`config.mk`:
```
export PLATFORM = sky130hd
export DESIGN_NAME = uart_tx_scheduler_flat
export DESIGN_NICKNAME = d
export VERILOG_FILES = /design/src/rtl/uart_tx_scheduler_if.sv /design/src/rtl/uart_tx_scheduler.sv /design/src/flat_wrapper.sv
export SDC_FILE = /design/constraint.sdc
export NUM_CORES = 1
export LEC_CHECK = 0
export ABC_AREA = 1
export CORE_MARGIN = 4
export CORE_UTILIZATION = 35
export CTS_CLUSTER_SIZE = 40
export DETAILED_ROUTE_END_ITERATION = 7
export PLACE_DENSITY_LB_ADDON = 0.05
export SYNTH_ARGS = -nofsm -noshare
export SYNTH_HDL_FRONTEND = slang
export SYNTH_SLANG_ARGS = --single-unit
```
`constraint.sdc`:
```
create_clock -name clk -period 3.6 [get_ports clk]
set_clock_uncertainty 0.1 [all_clocks]
set_input_delay 0.54 -clock clk [delete_from_list [all_inputs] [get_ports clk]]
set_output_delay 0.54 -clock clk [all_outputs]
set_load 0.01 [all_outputs]
```
`src/rtl/uart_tx_scheduler_if.sv`:
```
// CPU-store / uart transmitter handshake for uart_tx_scheduler.
// The master drives store bytes; the slave (scheduler) returns stall and launches bytes.
interface uart_tx_scheduler_if;
  logic       wr_en;
  logic [7:0] wr_data;
  logic       stall;
  logic       uart_wr;
  logic [7:0] uart_dat;

  modport master (output wr_en, wr_data, input stall, uart_wr, uart_dat);
  modport slave  (input wr_en, wr_data, output stall, uart_wr, uart_dat);
endinterface

```
`src/rtl/uart_tx_scheduler.sv`:
```
// Buffers CPU store bytes and paces one uart_wr pulse per FRAME_CYCLES.
// Optional UART_SCHED_STATS_EN builds the 32-bit launched-byte counter tx_count.
module uart_tx_scheduler #(
  parameter int FIFO_DEPTH   = 16,
  parameter int FRAME_CYCLES = 8680
) (
  input  logic                          clk,
  input  logic                          reset,
  uart_tx_scheduler_if.slave            bus,
  output logic                          busy,
  output logic [$clog2(FIFO_DEPTH):0]   fifo_count,
  output logic                          overflow,
  output logic [31:0]                   tx_count
);
  localparam int AW = $clog2(FIFO_DEPTH);
  localparam int CW = AW + 1;
  localparam int TW = $clog2(FRAME_CYCLES);

  typedef enum logic {IDLE, GAP} state_t;

  state_t          state, state_nxt;
  logic [7:0]      mem [FIFO_DEPTH];
  logic [AW-1:0]   rd_ptr, wr_ptr;
  logic [CW-1:0]   count;
  logic [TW-1:0]   timer;
  logic            full, push, launch;

  assign full       = (count == CW'(FIFO_DEPTH));
  assign push       = bus.wr_en && !full;
  assign bus.stall  = full;
  assign fifo_count = count;
  assign busy       = (state == GAP) || (count != '0);

  // State register
  always_ff @(posedge clk or posedge reset) begin
    if (reset) state <= IDLE;
    else       state <= state_nxt;
  end

  // Next-state logic
  always_comb begin
    state_nxt = state;
    case (state)
      IDLE: if (launch) state_nxt = GAP;
      GAP:  if (timer == '0 && !launch) state_nxt = IDLE;
      default: state_nxt = IDLE;
    endcase
  end

  // Output decode: launch whenever a byte is queued and the frame gap has elapsed
  always_comb begin
    launch = 1'b0;
    case (state)
      IDLE:    launch = (count != '0);
      GAP:     launch = (count != '0) && (timer == '0);
      default: launch = 1'b0;
    endcase
  end

  always_ff @(posedge clk) begin
    if (push) mem[wr_ptr] <= bus.wr_data;
  end

  always_ff @(posedge clk or posedge reset) begin
    if (reset) begin
      rd_ptr       <= '0;
      wr_ptr       <= '0;
      count        <= '0;
      timer        <= '0;
      overflow     <= 1'b0;
      bus.uart_wr  <= 1'b0;
      bus.uart_dat <= 8'h00;
    end else begin
      if (push) wr_ptr <= wr_ptr + 1'b1;
      if (bus.wr_en && full) overflow <= 1'b1;
      case ({push, launch})
        2'b10:   count <= count + 1'b1;
        2'b01:   count <= count - 1'b1;
        default: count <= count;
      endcase
      // Head is read from the pre-edge memory, so a same-cycle push is never launched
      if (launch) begin
        bus.uart_wr  <= 1'b1;
        bus.uart_dat <= mem[rd_ptr];
        rd_ptr       <= rd_ptr + 1'b1;
        timer        <= TW'(FRAME_CYCLES - 1);
      end else begin
        bus.uart_wr <= 1'b0;
        if (timer != '0) timer <= timer - 1'b1;
      end
    end
  end

`ifdef UART_SCHED_STATS_EN
  always_ff @(posedge clk or posedge reset) begin
    if (reset)       tx_count <= '0;
    else if (launch) tx_count <= tx_count + 32'd1;
  end
`else
  assign tx_count = 32'h0;
`endif
endmodule

```
`src/flat_wrapper.sv`:
```
// flat-port wrapper written by rule: the top's interface ports become plain ports
module uart_tx_scheduler_flat 
#(
  parameter int FIFO_DEPTH   = 16,
  parameter int FRAME_CYCLES = 8680
)
  (clk, reset, busy, fifo_count, overflow, tx_count, bus_wr_en, bus_wr_data, bus_stall, bus_uart_wr, bus_uart_dat);
  uart_tx_scheduler_if bus_i ();
  input  logic clk;
  input  logic reset;
  output logic busy;
  output logic [$clog2(FIFO_DEPTH):0] fifo_count;
  output logic overflow;
  output logic [31:0] tx_count;
  input wire logic [$bits(bus_i.wr_en)-1:0] bus_wr_en;
  input wire logic [$bits(bus_i.wr_data)-1:0] bus_wr_data;
  output wire logic [$bits(bus_i.stall)-1:0] bus_stall;
  output wire logic [$bits(bus_i.uart_wr)-1:0] bus_uart_wr;
  output wire logic [$bits(bus_i.uart_dat)-1:0] bus_uart_dat;
  assign bus_i.wr_en = bus_wr_en;
  assign bus_i.wr_data = bus_wr_data;
  assign bus_stall = bus_i.stall;
  assign bus_uart_wr = bus_i.uart_wr;
  assign bus_uart_dat = bus_i.uart_dat;
  uart_tx_scheduler #(.FIFO_DEPTH(FIFO_DEPTH), .FRAME_CYCLES(FRAME_CYCLES)) u_core (.clk(clk), .reset(reset), .bus(bus_i), .busy(busy), .fifo_count(fifo_count), .overflow(overflow), .tx_count(tx_count));
endmodule
```
# Yosys cells after proc, flatten, opt, wreduce, memory -nomap -nowiden
# Memories as Yosys holds them, arrays and structs flattened. A register that Yosys moved wholly into a read port is not among the register bits.
# Cells that the tools add are included.
[totals]
ff_bits = 30
mem_bits_rw = 128
inputBits = 11
output_inout_bits = 49
wordCells = 38
memories = 1
[op_classes]
add_sub_neg = 5
n_eq_ne = 3
mux = 9
n_bitwise = 1
reduce_logical = 12
[mem_list]
columns = ["memory", "words", "width", "rd", "rd_ports_with_merged_regs", "write_ports", "line", "source"]
rows = [
  ["u_core.mem", 16, 8, 1, 1, 1, "uart_tx_scheduler.sv:22", "logic [7:0] mem [FIFO_DEPTH];"],
]
[op_table]
columns = ["operator", "n"]
rows = [
  ["14-bit 2-to-1 mux", 2],
  ["14-bit zero test", 1],
  ["14-bit nonzero test", 1],
  ["14-bit by 1-bit subtractor with 14-bit output, second input constant", 1],
  ["5-bit case mux with 2 select lines", 1],
  ["4-bit by 1-bit adder with 4-bit output, second input constant", 2],
  ["5-bit by 1-bit adder with 5-bit output, second input constant", 1],
  ["5-bit == test, second input constant", 1],
  ["5-bit nonzero test", 1],
  ["5-bit by 1-bit subtractor with 5-bit output, second input constant", 1],
  ["1-bit logical AND", 4],
  ["1-bit 2-to-1 mux", 4],
  ["1-bit case mux with 2 select lines", 2],
  ["2-bit nonzero test", 2],
  ["2-bit by 1-bit == test with 1-bit output, second input constant", 1],
  ["2-bit == test, second input constant", 1],
  ["1-bit zero test", 2],
  ["1-bit logical OR", 1],
  ["1-bit NOT", 1],
]

# Depth between registers and ports, before layout
[logic_depth]
word_depth = 7
mapped_depth = 22
depth_no_buf = 20

# Least setup slack after synthesis
# Ideal clock, no wire load.
[synth_path]
kind = "reg-to-reg"
startpoint = "register u_core.timer[0]"
endpoint = "register u_core.count[4] (netlist: u_core.fifo_count[4])"
setup_time_ps = 117
arrival_time_ps = 2344
t_required_ps = 3383
path_slack_ps = 1039
path_stages_with_launch = 22
path_buffers = 2
period_less_slack_ps = 2561
path_cell_list = "dfrtp_1 -> inv_1 -> ha_1 -> nand3_1 -> nor2_2 -> nand2_4 -> nand2_4 -> nand2_8 -> inv_6 -> buf_8 -> buf_8 -> ha_1 -> nor2_1 -> nor2_1 -> ha_1 -> inv_1 -> nand2_1 -> nand2_1 -> nand2_1 -> nand3_1 -> nand2_1 -> nand2_1"
[synth_between]
elab_chain_cells = 5
elab_cells_between_ends = 7
cone_classes = "2 x eq/ne; 2 x mux; 3 x reduce/logical"
[synth_rtl]
columns = ["element", "line", "source"]
rows = [
  ["start, declared", "uart_tx_scheduler.sv:25", "logic [TW-1:0] timer;"],
  ["start signal, assigned", "uart_tx_scheduler.sv:86", "timer <= TW'(FRAME_CYCLES - 1);"],
  ["start signal, assigned", "uart_tx_scheduler.sv:89", "if (timer != '0) timer <= timer - 1'b1;"],
  ["14-bit zero test *", "uart_tx_scheduler.sv:55", "GAP: launch = (count != '0) && (timer == '0);"],
  ["1-bit logical AND *", "uart_tx_scheduler.sv:55", ""],
  ["1-bit case mux with 2 select lines *", "uart_tx_scheduler.sv:53", "case (state)"],
  ["named net u_core.launch", "uart_tx_scheduler.sv:26", "logic full, push, launch;"],
  ["2-bit by 1-bit == test with 1-bit output or 2-bit == test (tied branches)", "uart_tx_scheduler.sv:76", "case ({push, launch})"],
  ["5-bit case mux with 2 select lines or 2-bit nonzero test (tied branches)", "-", ""],
  ["end signal, assigned", "uart_tx_scheduler.sv:77", "2'b10: count <= count + 1'b1;"],
  ["end signal, assigned", "uart_tx_scheduler.sv:78", "2'b01: count <= count - 1'b1;"],
  ["end signal, assigned", "uart_tx_scheduler.sv:79", "default: count <= count;"],
  ["end, declared", "uart_tx_scheduler.sv:24", "logic [CW-1:0] count;"],
]
# The timed path passes the listed nets; every way through them passes the cells marked *.
# A chain may end at the register's enable or synchronous reset.

# Worst setup path after layout
[layout_path]
startpoint = "register u_core.timer[0]"
endpoint = "register u_core.count[4] (netlist: u_core.fifo_count[4])"
[layout_between]
elab_chain_cells = 5
elab_cells_between_ends = 7
cone_classes = "2 x eq/ne; 2 x mux; 3 x reduce/logical"
[layout_rtl]
columns = ["element", "line"]
rows = [
  ["14-bit zero test *", "uart_tx_scheduler.sv:55"],
  ["1-bit logical AND *", "uart_tx_scheduler.sv:55"],
  ["1-bit case mux with 2 select lines *", "uart_tx_scheduler.sv:53"],
  ["2-bit by 1-bit == test with 1-bit output or 2-bit == test (tied branches)", "uart_tx_scheduler.sv:76"],
  ["5-bit case mux with 2 select lines or 2-bit nonzero test (tied branches)", "-"],
]
# Every way passes the cells marked *; elsewhere a longest branch is shown, timed or not.

==> results.py <==
metrics = {
    "placed_design": {
        "dp_hpwl_um": 11500,
        "place.gp.congestion": 0.773,
        "io_buffers": 27,
    },
    "critical_path": {
        "arrival_ps": 3060,
        "cp_num_buf_inv": 3,
        "slowest_delay_ps": 430,
        "crit_chain": "inv_1 > ha_1 > nand3_1 > nor2_2 > nand2_4 > nand2_4 > nand2_8 > inv_6 > ha_1 > nor2_1 > nor2_1 > ha_1 > inv_1 > nand2_1 > nand2_1 > nand2_1 > nand3_1 > nand2_1 > nand2_1",
        "crit_path_frequent_cell": "nand2_1",
        "r2r_slack_ps": 760,
        "end_kind": "register",
        "rr_endpoint": "u_core.fifo_count[4]",
        "crit_family": "simple AND/OR/NAND/NOR gates",
        "startpoint_type": "register",
        "r2r_start": "u_core.timer[0]",
        "critPathMaxFanout": 32,
        "crit_path_top_delay_cell": "dfrtp_1",
        "cp.required_ps": 3810,
        "crit_type": "reg2reg",
        "ff2ff_path_depth": 19,
    },
    "timing": {
        "maxSlewHeadroom_pct": 41.9,
        "rsz0062_at_grt": "no",
        "tightest_slew_ps": 866,
        "fin_setup_tns_ps": 0,
        "holdWs_ps": 316,
        "maxSlewViolCount": 0,
        "period_share_pct": 78.9,
        "hold_viol": 0,
        "setup_viol": 0,
        "fmax_mhz": 352,
        "min_period_ps": 2840,
    },
    "detailed_routing": {
        "drtIter0Drc": 265,
        "vias": 4534,
        "dr.pass1.iters": 5,
        "drc": 0,
        "wl_per_cell_um": 19.2,
        "ant_nets": 0,
        "vias_per_cell": 4.89,
        "drt_wl_total_um": 17800,
    },
    "synthesis": {
        "synth_area_mm2": 0.00725,
        "yosysTopAreaCellShare_pct": 53.0,
        "yosysWarnings": 0,
        "synth_edf_count": 128,
        "synthCells": 614,
        "ys_async_sr_fraction_pct": 22.9,
        "synth_seq_area_share_pct": 66.1,
        "ys_ff_latch": 166,
        "syn_avg_cell_area_um2": 11.8,
        "netlist_top_cells_area": "edfxtp_1 (53%), dfrtp_1 (13%), nor2_1 (5.4%)",
        "synth_ff_type": "edfxtp_1",
        "synthDistinctLibCells": 40,
        "yosys.area.top_type": "edfxtp_1",
    },
    "power": {
        "power_density_mw_per_mm2": 584,
        "power_frac_seq_pct": 48.8,
        "clock_power_share_pct": 39.5,
        "ir_worst_vdd_v": 0.000349,
        "comb_power_share_pct": 11.7,
        "leakage_uw": 0.00298,
        "switchingPower_uw": 1280,
        "p_int_uw": 3580,
        "p_sw_share_pct": 26.4,
    },
    "cts": {
        "cts_buffer_depth": 2,
        "clockRootBuffer": "clkbuf_16",
        "cts.sinks": 166,
        "clkLatencyLatePin_ps": 420,
        "cts.repair.resized": 0,
        "postCtsSetupRepairBufs": 0,
        "cts_max_level": 4,
        "cts_buffers": 17,
        "hold_buffers": 0,
        "clk_pin_slew_worst_paths_ps": 70,
        "cts_tree": "built",
    },
    "floorplanning": {
        "row_count": 52,
        "fp.dieArea_mm2": 0.0231,
        "dieHeight_um": 152,
        "chipWidth_um": 152,
        "start_util_pct": 35.7,
        "ios": 60,
        "core_area_mm2": 0.0203,
    },
    "final_layout": {
        "area_growth_syn_to_layout_pct": 14.6,
        "final_util_pct": 40.9,
        "antennaDiodeCount": 0,
        "nFillCells": 1956,
        "final_cell_mix": "edfxtp_1 (128), nor2_1 (104), o21ai_0 (74)",
        "final_common_cell": "edfxtp_1",
        "drive_gt1_share_pct": 10.3,
        "final_nets": 665,
    },
    "global_route": {
        "grtUsageTotal_pct": 15.5,
        "grt_pass1_wl_um": 27600,
        "grt.overflow.total": 0,
        "grt_max_degree": 67,
        "grt_pass1_vias": 4702,
        "antenna_found_initial": 0,
    },
    "run_status": {
        "status": "completed",
    },
    "hold_path": {
        "hp-class": "in2async",
    },
    "flow_run": {
        "max-cap-violations": 0,
    },
}
[registers in the layout (all words and copies together), names as in the netlist]
name                 cells
u_core.mem             128
u_core.timer            14
u_core.bus.uart_dat      8
u_core.fifo_count        5
u_core.rd_ptr            4
u_core.wr_ptr            4
u_core.bus.uart_wr       1
u_core.overflow          1
u_core.state             1
[cell families (layout without fill, tap and decap cells)]
logic type                 Yosys count  after routing  share of synthesized area [%]
AOI/OAI and AO/OA                  138            138                           11.5
xor gates and xnor gates            12             12                           1.45
adders and majority gates            9              9                           1.55
buffers and inverters               93            106                           7.04
DFF                                166            166                           66.1
other                                1             32                         0.0517
and+or+nand+nor                    195            195                           12.2
[metal layers]
metal  wire (um)  track usage, %  vias up  part of all wire [%]
li1            -               -     2188                     -
met1        8120            21.1     2222                    46
met2        8630            25.1      110                    48
met3         862            3.73       14                   4.8
met4         184            3.77        0                   1.0
met5           0               0        -                     0
[layout make-up]
cell class                 instances  area [um2]  area share, %
clock inverter                    15         190           2.29
inverter                          34         133           1.60
tap                              270         338           4.07
timing repair buffer              40         368           4.43
sequential                       166        4800           57.7
multi-input combinational        386        2060           24.8
clock buffer                      17         425           5.12
[power by group through the flow]
| stage | Clock [uW] | Combinational [uW] | Sequential (uW) |
|---|---|---|---|
| 2_1_floorplan | 0 | 367 | 2390 |
| 3_3_place_gp | 0 | 583 | 2410 |
| 3_5_place_dp | 0 | 583 | 2410 |
| 4_1_cts | 1960 | 583 | 2370 |
| 5_1_grt | 2040 | 638 | 2390 |
| 6_report | 1920 | 570 | 2370 |
[Yosys cell counts, types with 9 or more instances]
| cell | number |
|---|---|
| buf_4 | 33 |
| clkbuf_1 | 15 |
| dfrtp_1 | 38 |
| edfxtp_1 | 128 |
| ha_1 | 9 |
| inv_1 | 31 |
| nand2_1 | 42 |
| nand3_1 | 15 |
| nor2_1 | 104 |
| o211ai_1 | 14 |
| o21ai_0 | 74 |
| o221ai_1 | 20 |
| o22ai_1 | 12 |
| xor2_1 | 9 |
[worst max-delay path by stage]
stage / start / end / slack [ps] / cells after the start
floorplan: u_core.timer[0] / u_core.fifo_count[4] / 1040 / 21
global placement: bus_wr_en / u_core.mem[3][1] / 820 / 5
detailed placement: u_core.timer[0] / u_core.fifo_count[4] / 810 / 19
CTS: u_core.timer[0] / u_core.fifo_count[4] / 790 / 19
global route: u_core.timer[0] / u_core.fifo_count[4] / 500 / 19
finish: u_core.timer[0] / u_core.fifo_count[4] / 760 / 19
[metrics by stage]
stage	total power [uW]	std cells	worst slack (ps)	cell area [um2]
2_1_floorplan	2760	645	1040	7360
3_3_place_gp	2990	896	825	7690
4_1_cts	4910	928	786	8310
3_5_place_dp	2990	896	812	7690
5_1_grt	5060	928	505	8310
6_report	4860	928	759	8310
(Power assumes the default switching activity.)
